<file path="src/rtl/axi_bridge_pkg.sv">
// Shared types and helpers for the AXI-Stream bridge toward the IP core.
// Latency: n/a (types, constants and pure functions only).
// Backpressure: n/a.
package axi_bridge_pkg;

  // Widest per-beat keep vector the helper functions accept (512-bit beats need 64).
  localparam int KEEP_MAX_W = 128;

  typedef enum logic [1:0] {
    ST_IDLE = 2'd0,
    ST_PKT  = 2'd1,
    ST_DROP = 2'd2
  } bridge_state_e;

  // Number of client segments packed into one output beat.
  function automatic int calc_ratio(input int data_w, input int if_w);
    return (if_w > 0 && data_w >= if_w) ? data_w / if_w : 1;
  endfunction

  // Segment index width; never zero so the index register always exists.
  function automatic int calc_idx_w(input int ratio);
    return (ratio > 1) ? $clog2(ratio) : 1;
  endfunction

  // True when keep is non-zero and its set bits run contiguously from bit 0.
  function automatic logic keep_is_contig(input logic [KEEP_MAX_W-1:0] keep);
    return (keep != '0) && ((keep & (keep + 1'b1)) == '0);
  endfunction

  // Number of set bits in a keep vector.
  function automatic logic [7:0] keep_popcount(input logic [KEEP_MAX_W-1:0] keep);
    logic [7:0] cnt;
    cnt = '0;
    for (int i = 0; i < KEEP_MAX_W; i++) begin
      cnt = cnt + {7'd0, keep[i]};
    end
    return cnt;
  endfunction

endpackage

</file>
<file path="src/rtl/axi_bridge_beat_packer.sv">
// Places client segments into their lanes of a beat and holds the finished beat.
// Latency: beat visible on m_axis_* one cycle after its closing segment is taken.
// Backpressure: beat held stable while tvalid & !tready; caller only closes a beat when the register is free.
module axi_bridge_beat_packer
  import axi_bridge_pkg::*;
#(
  parameter int DATA_W  = 256,
  parameter int IF_W    = 64,
  parameter int TUSER_W = 16,
  parameter int IDX_W   = 2
) (
  input  logic                  clk_i,
  input  logic                  rst_i,
  input  logic                  seg_vld,
  input  logic                  seg_flush,
  input  logic                  seg_last,
  input  logic [IDX_W-1:0]      seg_idx,
  input  logic [IF_W-1:0]       seg_data,
  input  logic [IF_W/8-1:0]     seg_keep,
  input  logic [TUSER_W-1:0]    seg_user,
  input  logic                  m_axis_tready,
  output logic [DATA_W-1:0]     m_axis_tdata,
  output logic [DATA_W/8-1:0]   m_axis_tkeep,
  output logic [TUSER_W-1:0]    m_axis_tuser,
  output logic                  m_axis_tvalid,
  output logic                  m_axis_tlast
);

  localparam int SEG_KEEP_W = IF_W / 8;

  logic [DATA_W-1:0]   pack_data;
  logic [DATA_W/8-1:0] pack_keep;
  logic [DATA_W-1:0]   merged_data;
  logic [DATA_W/8-1:0] merged_keep;

  // Overlay the incoming segment on the partially filled beat.
  always_comb begin
    merged_data = pack_data;
    merged_keep = pack_keep;
    merged_data[int'(seg_idx)*IF_W +: IF_W]             = seg_data;
    merged_keep[int'(seg_idx)*SEG_KEEP_W +: SEG_KEEP_W] = seg_keep;
  end

  // Accumulate lanes; on the closing segment move the beat out and clear the lanes.
  always_ff @(posedge clk_i or posedge rst_i) begin
    if (rst_i) begin
      pack_data     <= '0;
      pack_keep     <= '0;
      m_axis_tdata  <= '0;
      m_axis_tkeep  <= '0;
      m_axis_tuser  <= '0;
      m_axis_tvalid <= 1'b0;
      m_axis_tlast  <= 1'b0;
    end else begin
      if (seg_vld && !seg_flush) begin
        pack_data <= merged_data;
        pack_keep <= merged_keep;
      end
      if (seg_vld && seg_flush) begin
        pack_data     <= '0;
        pack_keep     <= '0;
        m_axis_tdata  <= merged_data;
        m_axis_tkeep  <= merged_keep;
        m_axis_tuser  <= seg_user;
        m_axis_tlast  <= seg_last;
        m_axis_tvalid <= 1'b1;
      end else if (m_axis_tready) begin
        m_axis_tvalid <= 1'b0;
      end
    end
  end

endmodule

</file>
<file path="src/rtl/axi_bridge_ip_tx.sv">
// Packs Client-IF segments into wide AXI-Stream beats; drops packets lacking SOP. Optional stats: AXI_BRIDGE_IP_TX_STATS_EN.
// Latency: beat valid one cycle after the segment that completes it (lane RATIO-1 or EOP) is accepted.
// Backpressure: cl_rx_ready = bridge_enable & (!m_axis_tvalid | m_axis_tready); nothing is dropped while stalled.
module axi_bridge_ip_tx
  import axi_bridge_pkg::*;
#(
  parameter int DATA_W  = 256,
  parameter int IF_W    = 64,
  parameter int TUSER_W = 16
) (
  input  logic                  clk_i,
  input  logic                  rst_i,
  input  logic [IF_W-1:0]       cl_rx_data,
  input  logic [IF_W/8-1:0]     cl_rx_keep,
  input  logic                  cl_rx_valid,
  output logic                  cl_rx_ready,
  input  logic                  cl_rx_sop,
  input  logic                  cl_rx_eop,
  input  logic [TUSER_W-1:0]    cl_rx_user,
  output logic [DATA_W-1:0]     m_axis_tdata,
  output logic [DATA_W/8-1:0]   m_axis_tkeep,
  output logic [TUSER_W-1:0]    m_axis_tuser,
  output logic                  m_axis_tvalid,
  output logic                  m_axis_tlast,
  input  logic                  m_axis_tready,
  input  logic                  bridge_enable,
  output logic [31:0]           stat_rx_frames,
  output logic [31:0]           stat_rx_bytes,
  output logic                  ev_err_sop_missing,
  output logic                  ev_err_keep_illegal
);

  localparam int RATIO      = calc_ratio(DATA_W, IF_W);
  localparam int IDX_W      = calc_idx_w(RATIO);
  localparam int SEG_KEEP_W = IF_W / 8;

  bridge_state_e        state;
  logic [IDX_W-1:0]     seg_idx;
  logic [TUSER_W-1:0]   user_q;
  logic                 accept;
  logic                 seg_fwd;
  logic                 seg_flush;
  logic                 keep_bad;
  logic [TUSER_W-1:0]   seg_user;

  assign cl_rx_ready = bridge_enable & (~m_axis_tvalid | m_axis_tready);
  assign accept      = cl_rx_valid & cl_rx_ready;
  // Only a SOP in IDLE or any segment in PKT carries packet data.
  assign seg_fwd     = accept & (((state == ST_IDLE) & cl_rx_sop) | (state == ST_PKT));
  assign seg_flush   = (seg_idx == IDX_W'(RATIO - 1)) | cl_rx_eop;
  // The SOP segment has not been captured yet, so its beat takes metadata straight from the input.
  assign seg_user    = (state == ST_IDLE) ? cl_rx_user : user_q;
  assign keep_bad    = cl_rx_eop ? ~keep_is_contig(KEEP_MAX_W'(cl_rx_keep))
                                 : (cl_rx_keep != {SEG_KEEP_W{1'b1}});

  // Packet framing FSM with lane index, SOP metadata capture and error pulses.
  always_ff @(posedge clk_i or posedge rst_i) begin
    if (rst_i) begin
      state               <= ST_IDLE;
      seg_idx             <= '0;
      user_q              <= '0;
      ev_err_sop_missing  <= 1'b0;
      ev_err_keep_illegal <= 1'b0;
    end else begin
      ev_err_sop_missing  <= 1'b0;
      ev_err_keep_illegal <= 1'b0;
      if (accept) begin
        ev_err_keep_illegal <= keep_bad;
        case (state)
          ST_IDLE: begin
            if (cl_rx_sop) begin
              user_q  <= cl_rx_user;
              seg_idx <= seg_flush ? '0 : seg_idx + 1'b1;
              if (!cl_rx_eop) state <= ST_PKT;
            end else begin
              ev_err_sop_missing <= 1'b1;
              if (!cl_rx_eop) state <= ST_DROP;
            end
          end
          ST_PKT: begin
            seg_idx <= seg_flush ? '0 : seg_idx + 1'b1;
            if (cl_rx_eop) state <= ST_IDLE;
          end
          ST_DROP: begin
            if (cl_rx_eop) state <= ST_IDLE;
          end
          default: begin
            state   <= ST_IDLE;
            seg_idx <= '0;
          end
        endcase
      end
    end
  end

  axi_bridge_beat_packer #(
    .DATA_W  (DATA_W),
    .IF_W    (IF_W),
    .TUSER_W (TUSER_W),
    .IDX_W   (IDX_W)
  ) u_packer (
    .clk_i         (clk_i),
    .rst_i         (rst_i),
    .seg_vld       (seg_fwd),
    .seg_flush     (seg_flush),
    .seg_last      (cl_rx_eop),
    .seg_idx       (seg_idx),
    .seg_data      (cl_rx_data),
    .seg_keep      (cl_rx_keep),
    .seg_user      (seg_user),
    .m_axis_tready (m_axis_tready),
    .m_axis_tdata  (m_axis_tdata),
    .m_axis_tkeep  (m_axis_tkeep),
    .m_axis_tuser  (m_axis_tuser),
    .m_axis_tvalid (m_axis_tvalid),
    .m_axis_tlast  (m_axis_tlast)
  );

`ifdef AXI_BRIDGE_IP_TX_STATS_EN
  logic [31:0] frames_q;
  logic [31:0] bytes_q;

  // Count delivered frames and bytes on every completed output handshake; both wrap.
  always_ff @(posedge clk_i or posedge rst_i) begin
    if (rst_i) begin
      frames_q <= '0;
      bytes_q  <= '0;
    end else if (m_axis_tvalid && m_axis_tready) begin
      bytes_q <= bytes_q + 32'(keep_popcount(KEEP_MAX_W'(m_axis_tkeep)));
      if (m_axis_tlast) frames_q <= frames_q + 32'd1;
    end
  end

  assign stat_rx_frames = frames_q;
  assign stat_rx_bytes  = bytes_q;
`else
  assign stat_rx_frames = '0;
  assign stat_rx_bytes  = '0;
`endif

endmodule

</file>
<file path="config.mk">
export PLATFORM = sky130hd
export DESIGN_NAME = axi_bridge_ip_tx
export DESIGN_NICKNAME = d
export VERILOG_FILES = /design/src/rtl/axi_bridge_pkg.sv /design/src/rtl/axi_bridge_beat_packer.sv /design/src/rtl/axi_bridge_ip_tx.sv
export SDC_FILE = /design/constraint.sdc
export NUM_CORES = 1
export LEC_CHECK = 0
export CORE_ASPECT_RATIO = 0.9
export CORE_MARGIN = 3
export CORE_UTILIZATION = 48
export CTS_BUF_LIST = sky130_fd_sc_hd__clkbuf_8 sky130_fd_sc_hd__clkbuf_16
export CTS_CLUSTER_DIAMETER = 80
export CTS_CLUSTER_SIZE = 28
export DETAILED_ROUTE_END_ITERATION = 7
export GPL_TIMING_DRIVEN = 0
export PLACE_DENSITY = 0.78
export SETUP_SLACK_MARGIN = 0.05
export SLEW_MARGIN = 30
export SYNTH_ARGS = -nofsm -noshare
export SYNTH_HDL_FRONTEND = slang
export SYNTH_HIERARCHICAL = 1
export SYNTH_SLANG_ARGS = --single-unit
</file>
<file path="constraint.sdc">
create_clock -name clk_i -period 20.2 [get_ports clk_i]
set_clock_uncertainty 0.15 [all_clocks]
set_input_delay 3.03 -clock clk_i [delete_from_list [all_inputs] [get_ports clk_i]]
set_output_delay 3.03 -clock clk_i [all_outputs]
set_load 0.02 [all_outputs]
</file>
## Word level (Yosys, flattened, before mapping)

Cells that the tools add are included.

| word-level totals | value |
|---|---|
| output and inout port bits | 373 |
| input bits | 95 |
| register bits | 616 |

| operators by class | value |
|---|---|
| bitwise logic cells | 11 |
| add/sub/neg operators | 4 |
| equal/unequal tests | 7 |
| mux-type cells | 22 |
| shift-type cells | 4 |
| reductions and logical operators | 13 |

Operators by type and width:

| kind | number |
|---|---|
| $mux 256 | 2 |
| $bwmux 256 | 1 |
| $shift 64x33->256 const A | 1 |
| $shiftx 64x33->256 | 1 |
| $logic_not 128->1 | 1 |
| $mux 32 | 2 |
| $neg 5->33 | 1 |
| $neg 8->33 | 1 |
| $shift 8x33->32 const A | 1 |
| $shiftx 8x33->32 | 1 |
| $bwmux 32 | 1 |
| $mux 16 | 1 |
| $mux 2 | 6 |
| $add 8x1->9 const B | 1 |
| $and 8x9->9 | 1 |
| $reduce_and 3->1 | 3 |
| $ne 8x8->1 const B | 1 |
| $reduce_bool 8->1 | 1 |
| $mux 1 | 7 |
| $pmux 2 s3 | 1 |
| $and 1x1->1 | 4 |
| $eq 2x2->1 const B | 2 |
| $ne 2x2->1 const B | 2 |
| $pmux 2 s2 | 1 |
| 10 further kinds | 17 |

## Longest topological paths before layout

| logic depth | value |
|---|---|
| depth after elaboration | 8 |
| mapped depth | 13 |
| depth with buffers taken out | 8 |

## Modules after synthesis

The synthesis kept the hierarchy.

Modules (own cells, without submodules):

| module | cells each | instances | seq. area each (um2) | area each (um2) |
|---|---|---|---|---|
| axi_bridge_beat_packer | 2444 | 1 | 14864.3 | 25181.7 |
| axi_bridge_ip_tx | 164 | 1 | 550.5 | 1769.2 |

## Worst setup path before layout

No wires, ideal clock.

| path | value |
|---|---|
| path kind | input port to output port |
| from | input m_axis_tready |
| to | output cl_rx_ready |
| data arrival time | 3486 ps |
| stages | 3 |
| path slack | 13534 ps |
| cell sequence | nor2b_4 > buf_6 > and2b_2 |

| on the way | value |
|---|---|
| longest elaborated chain between the ends | 2 |

Ends and longest elaborated chain:

| item | RTL line | text |
|---|---|---|
| from (decl) | axi_bridge_ip_tx.sv:25 | `input logic m_axis_tready,` |
| $or 1x1->1 | axi_bridge_ip_tx.sv:46 | `assign cl_rx_ready = bridge_enable & (~m_axis_tvalid \| m_axis_tready);` |
| $and 1x1->1 | axi_bridge_ip_tx.sv:46 |  |
| to (decl) | axi_bridge_ip_tx.sv:16 | `output logic cl_rx_ready,` |

Every way passes these cells.

## Worst setup path in the final report

Ends and elaborated chain as after synthesis.

==> results by group <==
Run status
  – Status: completed

GRT
  – Grt ovf: 0
  – Total track usage: 0.290
  – Initial antenna violation count: 2
  – First-pass GRT wire length: 134000 µm
  – Met1 Usage GRT: 0.372
  – Met3 Use GR: 0.0700
  – Vias in the first global route: 22800
  – Met2 usage: 0.489
  – Largest net degree at the start of global routing: 98
  – Most Crowded Layer GR: met2

Yosys
  – Async SR Flop Fraction: 1.00
  – FF+latch count, synth: 616
  – Main synth FF type: dfrtp_1
  – Synth cell types: 43
  – Synth cell count leaders: dfrtp_1, a21oi_1, nor2_1
  – Cell taking the most area after synthesis: dfrtp_1
  – Synth top area share: 0.572
  – Sequential share of the synthesized area: 0.572
  – Mapped Area: 0.0270 mm²
  – Count leader, synth: dfrtp_1
  – Post-Syn Instances: 2608
  – Yosys Warn Count: 6
  – Synth Area per Inst: 10.3 µm²
  – Post-synth EDFFs: 0
  – Synth area leaders: dfrtp_1, a21oi_1, a22o_1

Route
  – # DRC: 0
  – Post-DR wirelength/cell: 23.3 µm
  – Drt initial violations: 2279
  – Routed vias: 22600
  – WL final: 88700 µm
  – Pre-Repair DR Iteration Count: 7
  – Post-route ant nets: 0
  – Vias/cell: 5.94

Worst setup path
  – CP Cell Sequence: clkdlybuf4s50_1 > nor2b_4 > buf_6 > and2b_2 > clkdlybuf4s50_1
  – CP Buf/Inv Count: 3
  – Crit path from: m_axis_tready
  – CP Capture Type: output port
  – Peak fanout along the critical path: 7
  – R2R Setup Slk: 16.18 ns
  – CP required: 17.02 ns
  – Worst path depth: 5
  – CP max stage cell: clkdlybuf4s50_1
  – Reg-to-Reg Start: state[0]
  – Most frequent CP cell: clkdlybuf4s50_1
  – Worst-case reg-to-reg path depth: 12
  – RR Endpoint: u_packer/m_axis_tdata[62]
  – CP max stage delay: 0.60 ns
  – Startpoint types: input pin
  – Delay-heaviest family, CP: buffers and inverters
  – Worst Path Arrival: 4.56 ns
  – Critical path class: input pin to output port
  – Setup crit end: cl_rx_ready

Clock network
  – Max clock buf depth: 3
  – H-tree depth: 1
  – Clock slew at reported path FFs: 0.09 ns
  – Cts repair resizes: 0
  – Hold buffer count at cts: 0
  – CTS sink cnt: 616
  – CTS root buffer: clkbuf_16
  – Post-CTS setup buffer count: 0
  – Clock Latency Late Sink: 0.61 ns
  – TritonCTS clock tree: done
  – TritonCTS Buffers: 29

Timing
  – Fin crit share: 0.383
  – Achievable Freq: 129 MHz
  – Slew margin rel.: 0.359
  – Final Max Tran Viols: 0
  – Hold Violations, Final: 0
  – Min Tclk post-route: 7.74 ns
  – RSZ-0062 raised after global routing: no
  – Slew @ Worst Pin: 0.962 ns
  – Setup-failing EPs final: 0

Die
  – Initial Utilization: 0.491
  – Die Ht: 231 µm
  – Die Width: 256 µm
  – Placeable Area: 0.0549 mm²
  – Num ports: 468
  – Num rows: 81
  – Die Area: 0.0590 mm²

Final layout
  – FF+latch area: 0.0154 mm²
  – Final net count: 3153
  – Final Util: 0.594
  – FILL cells: 4596
  – Area occupied by multi-input gates: 0.00991 mm²
  – Area Overhead vs Synth: 21.1%
  – Post-layout instance count excluding filler cells: 3809
  – Fraction of layout cells with a size suffix above 1: 0.111

Placement
  – Inst Count DP: 3765
  – DPL Wire Length: 62900 µm
  – Port bufs: 339
  – Final Wtd Congestion: 0.844

Hold path
  – Hold WC Path Type: register to register
  – WHS Path Cells: 1

Power and ir drop
  – Comb pwr share: 0.464
  – Pint: 2.86 mW
  – Leakage: 14.7 nW
  – PD cells: 149 mW/mm²
  – Switching part of the total: 0.412
  – Net Switching: 2.00 mW
  – Clock share of power: 0.142
  – Reg power frac: 0.394
  – Worst IR Drop VDD: 0.0888 mV

Job
  – Max-cap violation count: 0
## registers in the layout, indices dropped and copies added, names as in the netlist
register / count
u_packer/m_axis_tvalid: 1
u_packer/m_axis_tdata: 256
user_q: 16
u_packer/m_axis_tuser: 16
ev_err_sop_missing: 1
state: 2
u_packer/pack_data: 256
u_packer/m_axis_tkeep: 32
ev_err_keep_illegal: 1
u_packer/pack_keep: 32
u_packer/m_axis_tlast: 1
seg_idx: 2
## through the flow
stage / power (mW) / area [µm²] / setup TNS [ns] / worst slack [ns] / hold WS (ns)
CTS: 4.87 / 32600 / 0 / 12.45 / 0.358
detailed placement: 4.17 / 31700 / 0 / 12.47 / 0.333
floorplan: 3.08 / 27200 / 0 / 0.395 / 0.315
finish: 4.86 / 32600 / 0 / 12.46 / 0.352
global route: 5.09 / 32600 / 0 / 12.45 / 0.365
global placement: 4.09 / 31500 / -3105.98 / -5.28 / 0.329
## per-layer routing
layer / wire, µm / part of all wire
met3: 8000 / 0.090
met2: 43200 / 0.49
met4: 3030 / 0.034
met1: 34500 / 0.39
met5: 18 / 0.00020
## worst min path at each step
stage	slack (ns)	start	endpoint
floorplan	0.31	u_packer/pack_data[62]	u_packer/pack_data[62]
global placement	0.33	u_packer/pack_data[114]	u_packer/pack_data[114]
detailed placement	0.33	u_packer/pack_data[75]	u_packer/pack_data[75]
CTS	0.36	u_packer/pack_keep[25]	u_packer/pack_keep[25]
global route	0.37	u_packer/pack_data[12]	u_packer/pack_data[12]
finish	0.35	u_packer/pack_data[0]	u_packer/pack_data[0]
## power by group through the flow
stage	logic (mW)	clock network, mW	registers, mW
after floorplan	0.830	0	2.25
after global placement	2.17	0	1.92
after detailed placement	2.24	0	1.93
after CTS	2.25	0.706	1.91
after global routing	2.39	0.748	1.96
final	2.26	0.692	1.91
## kinds of logic (layout without fill, tap and decap cells)
logic type      count (synthesis)  in the layout  synth area share
other cells                     1             65          0.000139
mux                            53             53            0.0234
simple gates                  683            683             0.126
flops                         616            616             0.572
fa+ha+maj                       9              9           0.00418
compound gates                877            877             0.204
buf+inv                       369            759            0.0703
## cells in the final DEF, fill, tap and decap left out, types with 6 or more instances in the layout
| cell | synthesis | final |
|---|---|---|
| buf_2 | 146 | 146 |
| buf_16 | 0 | 6 |
| mux2_2 | 43 | 43 |
| a21oi_1 | 505 | 505 |
| buf_6 | 9 | 10 |
| dfrtp_1 | 616 | 616 |
| inv_1 | 8 | 8 |
| ha_1 | 9 | 9 |
| conb_1 | 1 | 64 |
| a32oi_1 | 72 | 72 |
| nor2_1 | 293 | 291 |
| clkbuf_16 | 0 | 29 |
| nand4_1 | 72 | 72 |
| clkdlybuf4s50_1 | 0 | 339 |
| nor2b_1 | 220 | 220 |
| buf_1 | 16 | 16 |
| buf_4 | 64 | 64 |
| mux2_4 | 9 | 9 |
| nand2_1 | 77 | 77 |
| a22o_1 | 216 | 216 |
| clkbuf_1 | 122 | 121 |
| o21ai_0 | 75 | 75 |
## cell type report
type                       count  area share
inverter                       9     0.00126
antenna                        1   0.0000767
clock buffer                  30      0.0227
timing repair buffer         347       0.110
clock inverter                13     0.00464
tap                          747      0.0286
buffer                       360      0.0570
multi-input combinational   1686       0.304
sequential                   616       0.472
Note: power is estimated with default switching activity, not from simulation.
